$ cat src/rtl/fir_pkg.sv
// Shared definitions for the FIR coefficient controller: FSM encodings and tap slicing.
package fir_pkg;

  typedef enum logic [1:0] {
    FIR_CC_IDLE    = 2'd0,
    FIR_CC_LOAD    = 2'd1,
    FIR_CC_PENDING = 2'd2
  } fir_cc_state_e;

  // LSB position of tap k in a packed coefficient bus of w-bit taps.
  function automatic int unsigned fir_tap_lsb(input int unsigned k, input int unsigned w);
    return k * w;
  endfunction

endpackage

$ cat src/rtl/fir_coeff_bank.sv
// Shadow and active coefficient registers: per-tap shadow write, whole-bank swap, clears.
module fir_coeff_bank
  import fir_pkg::*;
#(
  parameter int unsigned                     N            = 4,
  parameter int unsigned                     COEFF_WIDTH  = 8,
  parameter int unsigned                     IdxW         = (N > 1) ? $clog2(N) : 1,
  parameter logic [N*COEFF_WIDTH-1:0]        RESET_COEFFS = (N*COEFF_WIDTH)'(1)
) (
  input  logic                     clk,
  input  logic                     rst_n,
  input  logic                     wr_en,
  input  logic [IdxW-1:0]          wr_idx,
  input  logic [COEFF_WIDTH-1:0]   wr_data,
  input  logic                     clr,
  input  logic                     swap,
  output logic [N*COEFF_WIDTH-1:0] active
);

  logic [N*COEFF_WIDTH-1:0] shadow_q;
  logic [N*COEFF_WIDTH-1:0] active_q;

  always_ff @(posedge clk) begin
    if (!rst_n) begin
      shadow_q <= '0;
      active_q <= RESET_COEFFS;
    end else begin
      if (clr) begin
        shadow_q <= '0;
      end else if (wr_en) begin
        shadow_q[fir_tap_lsb(32'(wr_idx), COEFF_WIDTH) +: COEFF_WIDTH] <= wr_data;
      end
      if (swap) begin
        active_q <= shadow_q;
      end
    end
  end

  assign active = active_q;

endmodule

$ cat src/rtl/fir_coeff_ctrl.sv
// Coefficient load controller: stages a tap set and swaps it live on a sample strobe.
// Optional readback port enabled by defining FIR_COEFF_CTRL_READBACK_EN.
module fir_coeff_ctrl
  import fir_pkg::*;
#(
  parameter int unsigned              N            = 4,
  parameter int unsigned              COEFF_WIDTH  = 8,
  parameter logic [N*COEFF_WIDTH-1:0] RESET_COEFFS = (N*COEFF_WIDTH)'(1)
) (
  input  logic                     clk,
  input  logic                     rst_n,
  input  logic                     wr_valid,
  output logic                     wr_ready,
  input  logic [COEFF_WIDTH-1:0]   wr_data,
  input  logic                     wr_last,
  input  logic                     sample_en,
  output logic [N*COEFF_WIDTH-1:0] packed_coeffs,
  output logic                     busy,
  output logic                     swap_done,
  output logic                     err
`ifdef FIR_COEFF_CTRL_READBACK_EN
  ,
  input  logic [$clog2(N)-1:0]     rd_idx,
  output logic [COEFF_WIDTH-1:0]   rd_data
`endif
);

  localparam int unsigned IdxW = (N > 1) ? $clog2(N) : 1;

  fir_cc_state_e   state_q, state_d;
  logic [IdxW-1:0] idx_q, idx_d;
  logic            err_q, err_d;
  logic            swap_done_q;
  logic            xfer;
  logic            bank_we;
  logic [IdxW-1:0] bank_idx;
  logic            bank_clr;
  logic            bank_swap;

  assign wr_ready = (state_q != FIR_CC_PENDING);
  assign xfer     = wr_valid && wr_ready;

  always_comb begin
    state_d   = state_q;
    idx_d     = idx_q;
    err_d     = err_q;
    bank_we   = 1'b0;
    bank_idx  = idx_q;
    bank_clr  = 1'b0;
    bank_swap = 1'b0;
    unique case (state_q)
      FIR_CC_IDLE: begin
        if (xfer) begin
          bank_we  = 1'b1;
          bank_idx = '0;
          idx_d    = IdxW'(1);
          err_d    = 1'b0;
          state_d  = (wr_last && N == 1) ? FIR_CC_PENDING : FIR_CC_LOAD;
        end
      end
      FIR_CC_LOAD: begin
        if (xfer) begin
          bank_we = 1'b1;
          if (wr_last && idx_q == IdxW'(N - 1)) begin
            state_d = FIR_CC_PENDING;
          end else if (wr_last || idx_q == IdxW'(N - 1)) begin
            // Short or long set: drop the staged words so they can never go live.
            bank_we  = 1'b0;
            bank_clr = 1'b1;
            err_d    = 1'b1;
            idx_d    = '0;
            state_d  = FIR_CC_IDLE;
          end else begin
            idx_d = idx_q + IdxW'(1);
          end
        end
      end
      FIR_CC_PENDING: begin
        if (sample_en) begin
          bank_swap = 1'b1;
          idx_d     = '0;
          state_d   = FIR_CC_IDLE;
        end
      end
      default: begin
        idx_d   = '0;
        state_d = FIR_CC_IDLE;
      end
    endcase
  end

  always_ff @(posedge clk) begin
    if (!rst_n) begin
      state_q     <= FIR_CC_IDLE;
      idx_q       <= '0;
      err_q       <= 1'b0;
      swap_done_q <= 1'b0;
    end else begin
      state_q     <= state_d;
      idx_q       <= idx_d;
      err_q       <= err_d;
      swap_done_q <= bank_swap;
    end
  end

  fir_coeff_bank #(
    .N            (N),
    .COEFF_WIDTH  (COEFF_WIDTH),
    .IdxW         (IdxW),
    .RESET_COEFFS (RESET_COEFFS)
  ) u_bank (
    .clk     (clk),
    .rst_n   (rst_n),
    .wr_en   (bank_we),
    .wr_idx  (bank_idx),
    .wr_data (wr_data),
    .clr     (bank_clr),
    .swap    (bank_swap),
    .active  (packed_coeffs)
  );

  assign busy      = (state_q != FIR_CC_IDLE);
  assign swap_done = swap_done_q;
  assign err       = err_q;

`ifdef FIR_COEFF_CTRL_READBACK_EN
  logic [COEFF_WIDTH-1:0] rd_data_q;

  always_ff @(posedge clk) begin
    if (!rst_n) begin
      rd_data_q <= '0;
    end else if (32'(rd_idx) < N) begin
      rd_data_q <= packed_coeffs[fir_tap_lsb(32'(rd_idx), COEFF_WIDTH) +: COEFF_WIDTH];
    end else begin
      rd_data_q <= '0;
    end
  end

  assign rd_data = rd_data_q;
`endif

endmodule

$ cat config.mk
export PLATFORM = sky130hd
export DESIGN_NAME = fir_coeff_ctrl
export DESIGN_NICKNAME = d
export VERILOG_FILES = /design/src/rtl/fir_pkg.sv /design/src/rtl/fir_coeff_bank.sv /design/src/rtl/fir_coeff_ctrl.sv
export SDC_FILE = /design/constraint.sdc
export NUM_CORES = 1
export LEC_CHECK = 0
export BUFFER_PORTS_ARGS = -buffer_cell sky130_fd_sc_hd__clkbuf_2
export CORE_ASPECT_RATIO = 2
export CORE_MARGIN = 8
export CORE_UTILIZATION = 45
export DETAILED_ROUTE_END_ITERATION = 12
export PLACE_DENSITY_LB_ADDON = 0.12
export SLEW_MARGIN = 10
export SYNTH_ARGS = -nofsm -noshare
export SYNTH_HDL_FRONTEND = slang
export SYNTH_SLANG_ARGS = --single-unit
export TNS_END_PERCENT = 100
$ cat constraint.sdc
create_clock -name clk -period 2.5 [get_ports clk]
set_input_delay 0.125 -clock clk [delete_from_list [all_inputs] [get_ports clk]]
set_output_delay 0.125 -clock clk [all_outputs]
set_load 0.02 [all_outputs]
==> results.toml <==
[run_status]
outcome = "finished, final reports clean"

[worst_setup_path]
crit_path_end_kind = "flop"
cp_cell_sequence = "or3b_4 -> and2_1 -> ha_2 -> nor2b_1 -> nand3_1 -> a21oi_1"
rr_worst_depth = 6
setup_crit_path_kind = "flop to flop"
cp_data_arrival_time_ns = 2.47
crit_path_start_kind = "flop"
crit_required_ns = 2.75
critPathMaxStageDelay_ns = 0.49
timing.critical_path.slowest_stage_cell = "ha_2"
crit_fanout = 12

[routing]
totalWireLength_mm = 6.51
drcViolationCount = 0
wl_per_cell_um = 14.6
drt_iter0_drc = 90
number_of_vias_per_cell = 5.04
routed-via-count = 2244
drt_first_pass_iters = 4
ant_nets = 0

[power_and_ir_drop]
worst_ir_drop_vdd_mv = 0.559
power.static_leakage_nw = 1.31
cellPowerDensity_nw_per_um2 = 746
cell_internal_pwr_mw = 2.00
comb_power_share_pct = 5.2
power_switching_share_pct = 21.3
power.sequential.fraction_pct = 44.7
clockPowerShare_pct = 50.1
switching_power_uw = 542

[final_layout]
insertedDiodeCount = 0
final_core_utilization_pct = 54.9
layout-drive-gt1-share_pct = 22.3
stdcell_area_sq_um = 3410
syn_to_final_growth_pct = 20.9
nets = 374

[cts]
post_cts_buffers = 0
cts_tree = "built"
clk_latency_ns = 0.33
clockBufferDepth = 2
cts_resized = 0
ctsHtreeMaxLevel = 3
cts_sinks = 70
clock-root-buffer = "clkbuf_16"
clk_pin_slew_ns = 0.05
numCtsBuffers = 9
cts_hold_buffers = 0

[timing]
totalNegativeSetupSlack_ns = 0
clock.fmax_ghz = 0.452
timing_hold_violations_final = 0
final-max-slew-violation-count = 0
min_period_over_period_pct = 88.6
finalSetupViolCount = 0
maxSlewHeadroom_pct = 58.0
max_slew.worst_pin.slew_ns = 0.631
layout_setup_ws_ns = 0.286
grt_setup_unrepaired = "no"
final.min_clock_period_ns = 2.21
worst_clock_skew_ns = 0.00426

[floorplanning]
floorplan.io_pins = 49
fp.dieArea_sq_um = 9210
die_width_um = 72.0
die_y_um = 128
core_area_sq_um = 6210
core.rowCount = 41
start_util_pct = 45.4

[grt]
grt_util_all_layers_pct = 15.3
globalRouteOverflowTotal = 0
antenna_found_initial = 0
first_pass_grt_wire_length_mm = 11.0
vias_in_the_first_global_route = 2255
maximum_number_of_pins_on_one_net_before_global_route_repair = 41

[yosys]
ys_seq_elements = 70
yosys_warnings = 0
total_nets_after_synthesis = 331
synth.cell_area_sq_um = 2820
dominantRegCellSynth = "dfxtp_1"
syn_avg_cell_area_sq_um = 9.07
postSynthCellCount = 311
synth-edff-count = 0
yosys.cell_types.count = 39
yosysSeqAreaShare_pct = 49.7
asyncSetResetFlopFracSynth_pct = 0

[worst_hold_path]
min_delay_path_depth = 3
worstHoldPathType = "primary input to flop"

[placed_design]
pre_cts_slack_ns = 0.203
detailed_place_hpwl_mm = 4.77
placed_area_sq_um = 3100
routabilityCongestion = 0.803
port_buffers = 48

[flow_run]
max_cap_viols = 0
-- stage by stage --
step	instances	power [mW]	hold WS, ns
4_1_cts	445	2.56	0.109
5_1_grt	445	2.62	0.122
3_5_place_dp	429	1.29	0.445
3_3_place_gp	429	1.29	0.440
2_1_floorplan	311	1.25	0.276
6_report	445	2.54	0.122
-- power groups by stage --
stage | logic [mW] | clock network, mW | registers, mW
2_1_floorplan | 0.0922 | 0 | 1.16
3_3_place_gp | 0.130 | 0 | 1.16
3_5_place_dp | 0.133 | 0 | 1.16
4_1_cts | 0.133 | 1.29 | 1.14
5_1_grt | 0.147 | 1.34 | 1.14
6_report | 0.132 | 1.27 | 1.14
-- worst max-delay path: cells and delay by family (launching register included) --
kind / cells / cell delay (ns)
adders and majority gates: 1 / 0.49
and+or+nand+nor: 4 / 1.16
DFF: 1 / 0.30
AOI/OAI and AO/OA: 1 / 0.19
-- path summary, 6_finish.rpt --
| kind | slack (ns) | endpoint | startpoint |
|---|---|---|---|
| setup reg to reg | 0.29 | u_bank.shadow_q[29]$_SDFFE_PP0P_ | state_q[1]$_SDFFE_PN0P_ |
| setup / recovery | 0.29 | u_bank.shadow_q[29]$_SDFFE_PP0P_ | state_q[1]$_SDFFE_PN0P_ |
| hold / removal | 0.12 | u_bank.shadow_q[31]$_SDFFE_PP0P_ | wr_data[7] |
| hold reg to reg | 0.45 | u_bank.active[21]$_SDFFE_PN0P_ | u_bank.shadow_q[21]$_SDFFE_PP0P_ |
-- synth_stat cells (2+ instances only) --
master	number	share of area, %
nand2_1	84	11
dfxtp_1	70	50
a21boi_0	18	4.8
a21oi_1	16	2.8
a32o_1	16	5.7
a21boi_1	14	3.7
buf_2	12	2.1
nand3_1	10	1.8
nand4_1	9	2.0
clkbuf_1	7	0.93
ha_1	7	3.1
inv_1	7	0.93
and2_1	4	0.89
nand3b_1	3	0.80
nor2_2	3	0.67
nor2b_1	3	0.67
o21ai_0	3	0.53
and3_1	2	0.44
nor2_1	2	0.27
nor4_4	2	1.5
-- final cells by class --
type,count,area [sq um]
clock buffers,13,260
repair buffers,54,285
fillers,592,2800
clock inverters,3,42.5
well taps,86,108
flip-flops and latches,70,1400
inverters,7,26.3
multi-input cells,212,1280
-- flip-flops by register name, indices dropped and copies added, names as in the netlist --
name             cells
idx_q                2
swap_done            1
u_bank.shadow_q     32
u_bank.active       32
state_q              2
err                  1
-- cells by family (layout without fill, tap and decap cells) --
| logic type | count (synthesis) | after routing | synth area share (%) |
|---|---|---|---|
| adder cells (fa/ha/maj) | 7 | 7 | 3.11 |
| buffers and inverters | 29 | 77 | 4.84 |
| AND/OR/NAND/NOR | 133 | 133 | 23.3 |
| flip-flops | 70 | 70 | 49.7 |
| AO/OA/AOI/OAI | 72 | 72 | 19.0 |
-- cell usage in the layout (no fill, tap or decap), drive strengths merged, types with 2 or more instances in the layout --
cell,Yosys,routed
buf,14,6
clkbuf,8,61
nand3b,3,3
nand2,85,85
a21oi,16,16
or2,2,2
nor2b,3,3
and2,4,4
nor3,2,2
nand3,10,10
nand4,9,9
a21boi,32,32
and3,2,2
o21ai,4,4
nor4,2,2
dfxtp,70,70
ha,7,7
nand2b,2,2
a32o,16,16
inv,7,7
nor2,5,5
-- layer usage --
metal,global-route usage (%),vias up,part of all wire [%]
met1,17.1,1025,43
met4,6.91,0,1.7
li1,-,1166,-
met2,25.2,45,50
met5,0,-,0
met3,5.56,8,5.2
Note: power is estimated with default switching activity, not from simulation.
